## src/rtl/pipe_skid_stage.sv

```systemverilog
// Elastic pipeline register with a 2-entry skid buffer, flush and stall counter.
// Back-pressure is registered: IN_READY depends only on the skid register.
module pipe_skid_stage #(
  parameter int WIDTH = 32,
  parameter int CNT_W = 16
) (
  input  logic             CLK,
  input  logic             RESET,
  input  logic             FLUSH,
  input  logic             IN_VALID,
  output logic             IN_READY,
  input  logic [WIDTH-1:0] IN_DATA,
  output logic             OUT_VALID,
  input  logic             OUT_READY,
  output logic [WIDTH-1:0] OUT_DATA,
  output logic             FULL,
  output logic [CNT_W-1:0] STALL_COUNT
);

  typedef enum logic [1:0] {
    EMPTY = 2'b00,
    ONE   = 2'b01,
    TWO   = 2'b11
  } state_t;

  state_t           r_state;
  logic             r_m_valid;
  logic             r_s_valid;
  logic [WIDTH-1:0] r_m_data;
  logic [WIDTH-1:0] r_s_data;
  logic [CNT_W-1:0] r_cnt;

  logic w_in_fire;
  logic w_out_fire;
  logic w_stall;

  assign w_in_fire  = IN_VALID & ~r_s_valid;
  assign w_out_fire = r_m_valid & OUT_READY;
  assign w_stall    = r_m_valid & ~OUT_READY;

  assign IN_READY    = ~r_s_valid;
  assign OUT_VALID   = r_m_valid;
  assign OUT_DATA    = r_m_data;
  assign FULL        = r_s_valid;
  assign STALL_COUNT = r_cnt;

  always_ff @(posedge CLK) begin
    if (RESET) begin
      r_state   <= EMPTY;
      r_m_valid <= 1'b0;
      r_s_valid <= 1'b0;
      r_m_data  <= '0;
      r_s_data  <= '0;
      r_cnt     <= '0;
    end else begin
      if (w_stall && !(&r_cnt))
        r_cnt <= r_cnt + CNT_W'(1);

      if (FLUSH) begin
        r_state   <= EMPTY;
        r_m_valid <= 1'b0;
        r_s_valid <= 1'b0;
        r_m_data  <= '0;
        r_s_data  <= '0;
      end else begin
        unique case (r_state)
          EMPTY: begin
            if (w_in_fire) begin
              r_state   <= ONE;
              r_m_valid <= 1'b1;
              r_m_data  <= IN_DATA;
            end
          end
          ONE: begin
            unique case (1'b1)
              w_in_fire & w_out_fire: begin
                r_m_data <= IN_DATA;
              end
              w_in_fire & ~w_out_fire: begin
                r_state   <= TWO;
                r_s_valid <= 1'b1;
                r_s_data  <= IN_DATA;
              end
              ~w_in_fire & w_out_fire: begin
                r_state   <= EMPTY;
                r_m_valid <= 1'b0;
              end
              default: ;
            endcase
          end
          TWO: begin
            // Skid drains into main; input is blocked this cycle
            if (w_out_fire) begin
              r_state   <= ONE;
              r_s_valid <= 1'b0;
              r_m_data  <= r_s_data;
              r_s_data  <= '0;
            end
          end
          default: begin
            r_state   <= EMPTY;
            r_m_valid <= 1'b0;
            r_s_valid <= 1'b0;
          end
        endcase
      end
    end
  end

endmodule

```

## config.mk

```make
export PLATFORM = sky130hd
export DESIGN_NAME = pipe_skid_stage
export DESIGN_NICKNAME = d
export VERILOG_FILES = /design/src/rtl/pipe_skid_stage.sv
export SDC_FILE = /design/constraint.sdc
export NUM_CORES = 1
export LEC_CHECK = 0
export ABC_AREA = 1
export BUFFER_PORTS_ARGS = -buffer_cell sky130_fd_sc_hd__clkbuf_2
export CELL_PAD_IN_SITES_DETAIL_PLACEMENT = 1
export CELL_PAD_IN_SITES_GLOBAL_PLACEMENT = 2
export CORE_MARGIN = 3
export CORE_UTILIZATION = 29
export CTS_CLUSTER_DIAMETER = 30
export DETAILED_ROUTE_END_ITERATION = 8
export GPL_ROUTABILITY_DRIVEN = 0
export PLACE_DENSITY = 0.8
export SYNTH_ARGS = -nofsm -noshare
export SYNTH_HDL_FRONTEND = slang
export SYNTH_SLANG_ARGS = --single-unit
```

## constraint.sdc

```tcl
create_clock -name CLK -period 1.75 [get_ports CLK]
set_input_delay 0.35 -clock CLK [delete_from_list [all_inputs] [get_ports CLK]]
set_output_delay 0.35 -clock CLK [all_outputs]
set_load 0.01 [all_outputs]
```

==> flow_summary.ini, run 1 <==
[setup_path]
crit_slowest_cell = dfxtp_2
worstPathMaxFanout = 6
timing.rr.end = r_s_data[19]
cp_top_family = buffers and inverters
critPathMostFrequentCell = buf_12
path_buf_inv = 5
criticalPathCategory = reg -> reg
worst_ep_required_time_ps = 2020
cp_cell_sequence = inv_2 -> ha_4 -> buf_8 -> inv_4 -> or2_4 -> o211ai_4 -> buf_12 -> buf_12 -> o21ai_0 -> a21oi_1
worstPathArrival_ps = 1970
end_kind = flip-flop
r2r_cells = 10
rrSetupSlack_ps = 50
start_kind = flip-flop
r2r-start = r_state[1]
worst_path_largest_cell_delay_ps = 340

[final_layout]
diodes = 0
fin_area_sq_um = 5360
layout_commonest_cell = inv_1
drive_gt1_share_pct = 24.5
final_nets = 725
most-common-layout-cells = 107 x inv_1, 87 x nand2_1, 87 x clkbuf_2
area_growth_syn_to_layout_pct = 34.0
fin_util_pct = 40.1
fill_cells = 1723

[timing]
setup_ws_ps = 53.2
tightest_slew_ps = 534
finalCritPeriodShare_pct = 97.0
relSlewSlack_pct = 64.4
grt_setup_unrepaired = yes
maxSlewViolCount = 0
max_freq_ghz = 0.589
post-route-min-period_ps = 1700
finalSetupViolations = 0
fin_tns_setup_ps = 0
clock_skew_ps = 8.42
hold_viol = 0

[die]
pin_count = 88
placementRows = 42
die_area_sq_um = 15200
initial_core_util_pct = 29.9
core_sq_um = 13300
die_width_microns = 123
die_h_microns = 123

[global_route]
grt_overflow = 0
antenna_found_initial = 0
grt_pass1_wl_microns = 19000
grt_pass1_vias = 3889
grt_max_degree = 48
grtUsageTotal_pct = 15.9

[power_and_ir_drop]
ir_drop_mv = 0.431
power_density_nw_per_um2 = 952
leakage_nw = 2.36

[placed_design]
dpl_worst_slack_ps = -50.8
placed_cell_area_sq_um = 4680
hpwlAfterDp_microns = 8000
port-buffer-count = 87

[status]
status = completed

[min_path]
hold_class = in -> reg
hold_depth = 2
holdPathEnd = STALL_COUNT[10]
hp-start = RESET

[synth]
yosysSeqAreaShare_pct = 42.1
syn_inst = 579
synth_fp_nets = 624
synth-seq-cells = 84
ys_types = 27
syn-cell-area_sq_um = 4000
synth.yosys.warnings = 0
syn_avg_cell_area_sq_um = 6.90

[routing]
dr.first_iter.drc_count = 142
drcViolationCount = 0
wire_per_inst_microns = 13.8
vias = 4005
routed_wl_microns = 11900
drt_pre_antenna_iters = 4
drtAntennaViolNets = 0
vias_per_cell = 4.65

[clock_tree]
clock_latency_ps = 350
postCtsHoldBufs = 0
clock_sinks = 84
clockRootBuffer = clkbuf_16
clk_path_buf_depth = 2
cts_made_buffers = 9
htree_levels = 3
clk_pin_slew_ps = 60
cts_tree = done

[job]
drv_cap = 0
metrics by stage:
stage               hold slack (ps)  total power (W)  instances
finish                          230          0.00510        861
global route                    250          0.00537        861
CTS                             219          0.00512        853
detailed placement              434          0.00284        829
global placement                431          0.00281        829
floorplan                       422          0.00254        579
cell type report:
type                            instances  area [sq um]  share of cell area, %
Clock inverter                          6          93.8                   1.75
Timing Repair Buffer                  120           897                   16.8
Clock buffer                           10           239                   4.46
Inverter                              110           415                   7.76
Multi-Input combinational cell        355          1800                   33.7
Sequential cell                        84          1690                   31.5
Tap cell                              176           220                   4.11
where the power goes:
| group | internal [W] | switching [W] | total [W] |
|---|---|---|---|
| combinational | 0.000392 | 0.000499 | 0.000892 |
| clock | 0.00130 | 0.000832 | 0.00213 |
| sequential | 0.00202 | 0.0000552 | 0.00207 |
| total | 0.00371 | 0.00139 | 0.00510 |
layer usage:
layer	track usage, %	vias up	part of all wire [%]
li1	-	2035	-
met4	6.71	0	1.7
met3	2.84	12	3.3
met1	20.1	1902	45
met2	26.6	56	50
met5	0	-	0
logic make-up (layout without fill, tap and decap cells):
logic type	count (synthesis)	after routing	synth area share, %
AOI/OAI and AO/OA	169	169	21.6
adders and majority gates	8	8	2.51
buffers and inverters	140	246	14.8
DFF	84	84	42.1
and+or+nand+nor	178	178	19.0
synthesized netlist by cell type (all sizes together):
| cell | instances | area [sq um] |
|---|---|---|
| inv | 110 | 413 |
| buf | 18 | 133 |
| nand3 | 22 | 115 |
| or2 | 2 | 15.0 |
| nor2 | 49 | 186 |
| dfxtp | 84 | 1680 |
| clkbuf | 12 | 45.0 |
| and2 | 1 | 6.26 |
| ha | 8 | 100 |
| nand3b | 4 | 30.0 |
| nand4 | 7 | 50.1 |
| a21oi | 77 | 385 |
| o21ai | 90 | 450 |
| nor3 | 1 | 5.00 |
| o211ai | 1 | 21.3 |
| nand2 | 92 | 350 |
| a211oi | 1 | 7.51 |
sequential cells by signal, indices dropped and copies added (netlist names):
name	count
FULL	1
OUT_DATA	32
OUT_VALID	1
STALL_COUNT	16
r_s_data	32
r_state	2
worst register-to-register path: stages, from the launching register on:
cell	delay, ps
dfxtp_2	340
inv_2	90
ha_4	150
buf_8	120
inv_4	40
or2_4	240
o211ai_4	160
buf_12	160
buf_12	120
o21ai_0	80
a21oi_1	140
what timing repair did:
action                                 4_1_cts  5_1_grt
setup buffers                                4        6
setup endpoints to repair                   31       67
pin swaps                                    0        4
endpoints found under the hold margin        0        0
gates resized for setup                     10       40
cloned                                       4        2
how the worst max path moves through the flow:
stage / startpoint / cells after the start / to / slack (ps)
floorplan: OUT_VALID / 7 / r_s_data[13] / 130
global placement: r_state[1] / 9 / r_s_data[25] / 60
detailed placement: r_state[1] / 9 / r_s_data[11] / -50
CTS: r_state[1] / 10 / r_s_data[27] / 10
global route: r_state[1] / 10 / r_s_data[26] / -40
finish: r_state[1] / 10 / r_s_data[19] / 50
No activity file was read; power rests on OpenSTA's default activity.
==> run 2, diff against run 1 <==
- CELL_PAD_IN_SITES_GLOBAL_PLACEMENT: 2 -> 1
- CORE_UTILIZATION: 29 -> 38
- PLACE_DENSITY: 0.8 -> 0.9
==> run 2 against run 1 <==
Compared with the run above: final area is 8.9% lower; register-to-register slack barely moved; first-iteration DRC count up 34%; global-route usage increased by 4.4 points; clock power is 26% lower; combinational power fell by 13%; wire length rose by 0.95%; worst hold slack lost 29 ps; sequential share of layout area increased by 3.1 points; clock skew up 5.6 ps; fmax about the same; critical path type unchanged.
==> flow_summary.ini, run 2 (same netlist as run 1, synthesis figures left out) <==
[status]
status = completed

[setup_path]
r2r_cells = 7
r2r-start = r_state[0]
end_kind = flip-flop
worstSetupEndpoint = OUT_DATA[4]
start_kind = flip-flop
critPathLaunch = r_state[0]
worst_ep_required_time_ps = 2000
rrSetupSlack_ps = 50
worstPathArrival_ps = 1950
timing.rr.end = OUT_DATA[4]
worstPathMaxFanout = 34
criticalPathCategory = reg -> reg

[routing]
drcViolationCount = 0
dr.first_iter.drc_count = 190
vias_per_cell = 5.05
wire_per_inst_microns = 15.0
routed_wl_microns = 12000
drtAntennaViolNets = 0
drt_pre_antenna_iters = 4
vias = 4055

[timing]
hold_viol = 0
grt_setup_unrepaired = yes
fin_tns_setup_ps = 0
max_freq_ghz = 0.589
finalSetupViolations = 0
relSlewSlack_pct = 67.8
hold_slack_ps = 201
tightest_slew_ps = 482
finalCritPeriodShare_pct = 97.0
maxSlewViolCount = 0
post-route-min-period_ps = 1700
clock_skew_ps = 14.0

[clock_tree]
cts_made_buffers = 9
clockRootBuffer = clkbuf_8
cts_tree = done
clock_latency_ps = 370
clk_pin_slew_ps = 100
clock_sinks = 84
htree_levels = 3
clk_path_buf_depth = 2

[min_path]
hold_class = in -> reg
hold_depth = 2

[die]
core_sq_um = 10000
pin_count = 88
die_area_sq_um = 11800
die_h_microns = 109
placementRows = 36
die_width_microns = 109
initial_core_util_pct = 40.0

[final_layout]
seqCellArea_sq_um = 1690
diodes = 0
layout_commonest_cell = inv_1
fin_cells = 803
drive_gt1_share_pct = 20.7
area_growth_syn_to_layout_pct = 22.0
fill_cells = 1361
multi_input_comb_area_sq_um = 1760
fin_util_pct = 48.8
final_nets = 710
most-common-layout-cells = 108 x inv_1, 90 x nand2_1, 87 x clkbuf_2

[power_and_ir_drop]
power.switching_w = 0.00129
leakage_nw = 2.16
swShare_pct = 29.2
ir_drop_mv = 0.383
finalPower_w = 0.00443
power_frac_seq_pct = 46.9
clkPwrFrac_pct = 35.6
power.internal_w = 0.00313
power_density_nw_per_um2 = 908
combPwrFrac_pct = 17.6

[global_route]
grt_overflow = 0
grtUsageTotal_pct = 20.3
grt_pass1_vias = 4121
antenna_found_initial = 0
grt_max_degree = 44
grt_pass1_wl_microns = 19100

[placed_design]
port-buffer-count = 87
hpwlAfterDp_microns = 8330
dp.cells = 785

[job]
drv_cap = 0
[run 2: worst min path at each step]
stage | from | end | slack (ps)
finish | RESET | STALL_COUNT[10] | 200
global route | RESET | STALL_COUNT[10] | 210
CTS | RESET | STALL_COUNT[10] | 190
detailed placement | OUT_DATA[1] | OUT_DATA[1] | 440
global placement | r_s_data[2] | r_s_data[2] | 430
floorplan | RESET | STALL_COUNT[10] | 420
[run 2: timing repair]
item / CTS / global route
resized for setup: 3 / 18
pin swaps: 0 / 1
setup endpoints to repair: 9 / 57
hold buffers: 0 / 0
gates cloned: 0 / 1
buffers inserted: 0 / 1
[run 2: final cells by class]
class	count	share of cell area, %
Clock inverter	5	1.74
Clock buffer	11	2.69
Sequential cell	84	34.6
Multi-Input combinational cell	355	36.0
Timing Repair Buffer	105	13.1
Inverter	110	8.47
Tap cell	133	3.41
[run 2: metrics by stage]
step,cell area (sq um),setup WS (ps)
final,4880,52.0
after global routing,4880,-55.0
after CTS,4800,19.9
after detailed placement,4580,-80.3
after global placement,4580,56.6
after floorplan,4000,128
[run 2: layer usage]
layer  part of all wire [%]  up-vias  GRT usage (%)
met4                    1.6        0           7.03
met5                      0        -              0
met2                     51       78           35.6
met3                    3.7       18           4.54
li1                       -     1997              -
met1                     43     1962           24.4
[run 2: critical path, stage by stage, from the launching register on]
cell	delay (ps)
dfxtp_2	370
inv_1	80
ha_1	330
o21ai_2	190
nand3_4	140
buf_12	200
o21ai_0	190
a21oi_1	70
[run 2: power by group through the flow]
| stage | clock, W | combinational (W) | sequential, W |
|---|---|---|---|
| floorplan | 0 | 0.000406 | 0.00214 |
| global placement | 0 | 0.000654 | 0.00211 |
| detailed placement | 0 | 0.000691 | 0.00211 |
| CTS | 0.00160 | 0.000711 | 0.00207 |
| global route | 0.00171 | 0.000865 | 0.00209 |
| finish | 0.00158 | 0.000777 | 0.00207 |
==> run 3, diff against run 2 <==
- CORE_MARGIN: 3 -> 4
==> run 3 against run 2 <==
Compared with the run above: register-to-register slack got worse by 20 ps; flip-flop and latch count did not move; cell count rose by 0.75%; wire length rose by 4.2%; global-route usage fell by 1.5 points; critical path type unchanged; core utilization fell by 0.16 points; first-iteration DRC count fell by 6.8%; clock power fell by 9%; worst hold slack improved by 17 ps; sequential power barely moved.
==> flow_summary.ini, run 3 (same netlist as run 1, synthesis figures left out) <==
[routing]
drcViolationCount = 0
vias = 4053
drt_pre_antenna_iters = 4
wire_per_inst_microns = 15.5
vias_per_cell = 5.01
drtAntennaViolNets = 0
routed_wl_microns = 12500
dr.first_iter.drc_count = 177

[setup_path]
worst_ep_required_time_ps = 2030
criticalPathCategory = reg -> reg
worstPathMaxFanout = 12
worst_path_largest_cell_delay_ps = 340
critPathMostFrequentCell = buf_12
crit_slowest_cell = dfxtp_2
cp_cell_sequence = inv_1 -> ha_2 -> inv_2 -> or2_4 -> o211ai_4 -> buf_12 -> buf_12 -> o21ai_0 -> a21oi_1
end_kind = flip-flop
worstPathArrival_ps = 2000
start_kind = flip-flop

[placed_design]
placed_cell_area_sq_um = 4630
port-buffer-count = 87
dp.cells = 787
hpwlAfterDp_microns = 8200
dpl_worst_slack_ps = -128

[die]
core_sq_um = 10300
placementRows = 37
die_width_microns = 111
die_h_microns = 111
initial_core_util_pct = 38.9
die_area_sq_um = 12200
pin_count = 88

[power_and_ir_drop]
leakage_nw = 2.22
power_density_nw_per_um2 = 883
ir_drop_mv = 0.376

[clock_tree]
cts_tree = done
clock_latency_ps = 350
clk_path_buf_depth = 2
postCtsHoldBufs = 0
clk_pin_slew_ps = 100
cts_made_buffers = 9
clockRootBuffer = clkbuf_8
clock_sinks = 84
htree_levels = 3

[job]
drv_cap = 0

[min_path]
hold_class = in -> reg

[final_layout]
final_nets = 713
most-common-layout-cells = 108 x inv_1, 89 x nand2_1, 87 x clkbuf_2
fin_area_sq_um = 4990
fin_cells = 809
area_growth_syn_to_layout_pct = 25.0
drive_gt1_share_pct = 21.5
layout_commonest_cell = inv_1
diodes = 0

[global_route]
antenna_found_initial = 0
grt_max_degree = 65
grt_pass1_vias = 4228
grt_pass1_wl_microns = 19500
grt_overflow = 0
grtUsageTotal_pct = 18.8

[timing]
hold_slack_ps = 218
finalSetupViolations = 0
grt_setup_unrepaired = yes
hold_viol = 0
maxSlewViolCount = 0
tightest_slew_ps = 507
post-route-min-period_ps = 1720
clock_skew_ps = 10.1
setup_ws_ps = 27.7
fin_tns_setup_ps = 0
relSlewSlack_pct = 66.2
finalCritPeriodShare_pct = 98.4
max_freq_ghz = 0.581

[status]
status = completed
==> run 3: cell types whose count changed in the layout (fill, tap and decap cells not counted), moves of 2 or more <==
cell,before,now
buf_4,13,8
buf_12,4,8
buf_6,0,2
o21ai_0,78,76
==> run 3: power by group <==
group / internal [W] / switching (W)
logic: 0.000366 / 0.000534
registers: 0.00202 / 0.0000572
clock network: 0.000676 / 0.000764
total: 0.00306 / 0.00135
==> run 3: timing repair <==
action | in CTS | in global routing
endpoints found under the setup margin | 26 | 68
gates cloned | 1 | 4
buffers inserted | 1 | 0
hold endpoints to repair | 0 | 0
pin swaps | 1 | 2
resized for setup | 3 | 19
==> run 3: worst paths after layout <==
check,from,to,slack (ps),cells after the start
hold / removal,RESET,STALL_COUNT[10],220,2
setup / recovery,r_state[1],r_s_data[17],30,9
hold reg to reg,OUT_DATA[28],OUT_DATA[28],450,2
setup reg to reg,r_state[1],r_s_data[17],30,9
==> run 3: critical path, delay by kind of cell, from the launching register on <==
| family | cells | cell delay, ps |
|---|---|---|
| buffers and inverters | 4 | 440 |
| adders and majority gates | 1 | 250 |
| DFF | 1 | 340 |
| and+or+nand+nor | 1 | 250 |
| AOI/OAI and AO/OA | 3 | 360 |
==> run 3: layout make-up <==
cell class	instances	area, sq um
Fill cell	1373	5280
Multi-Input combinational cell	355	1760
Sequential cell	84	1690
Timing Repair Buffer	108	761
Inverter	110	413
Tap cell	136	170
Clock buffer	10	128
Clock inverter	6	73.8
==> run 3: metal layers <==
metal | vias to the layer above | part of all wire [%] | routed length, microns | GRT usage [%]
li1 | 2005 | - | - | -
met1 | 1954 | 43 | 5440 | 22.1
met2 | 76 | 52 | 6530 | 34.4
met3 | 18 | 2.8 | 345 | 2.96
met4 | 0 | 1.6 | 206 | 6.49
met5 | - | 0 | 0 | 0
==> run 3: through the flow <==
step                utilization (%)  total power (W)
floorplan                         -          0.00254
global placement               45.1          0.00278
CTS                            47.6          0.00428
finish                         48.6          0.00441
detailed placement             45.1          0.00282
global route                   48.6          0.00462
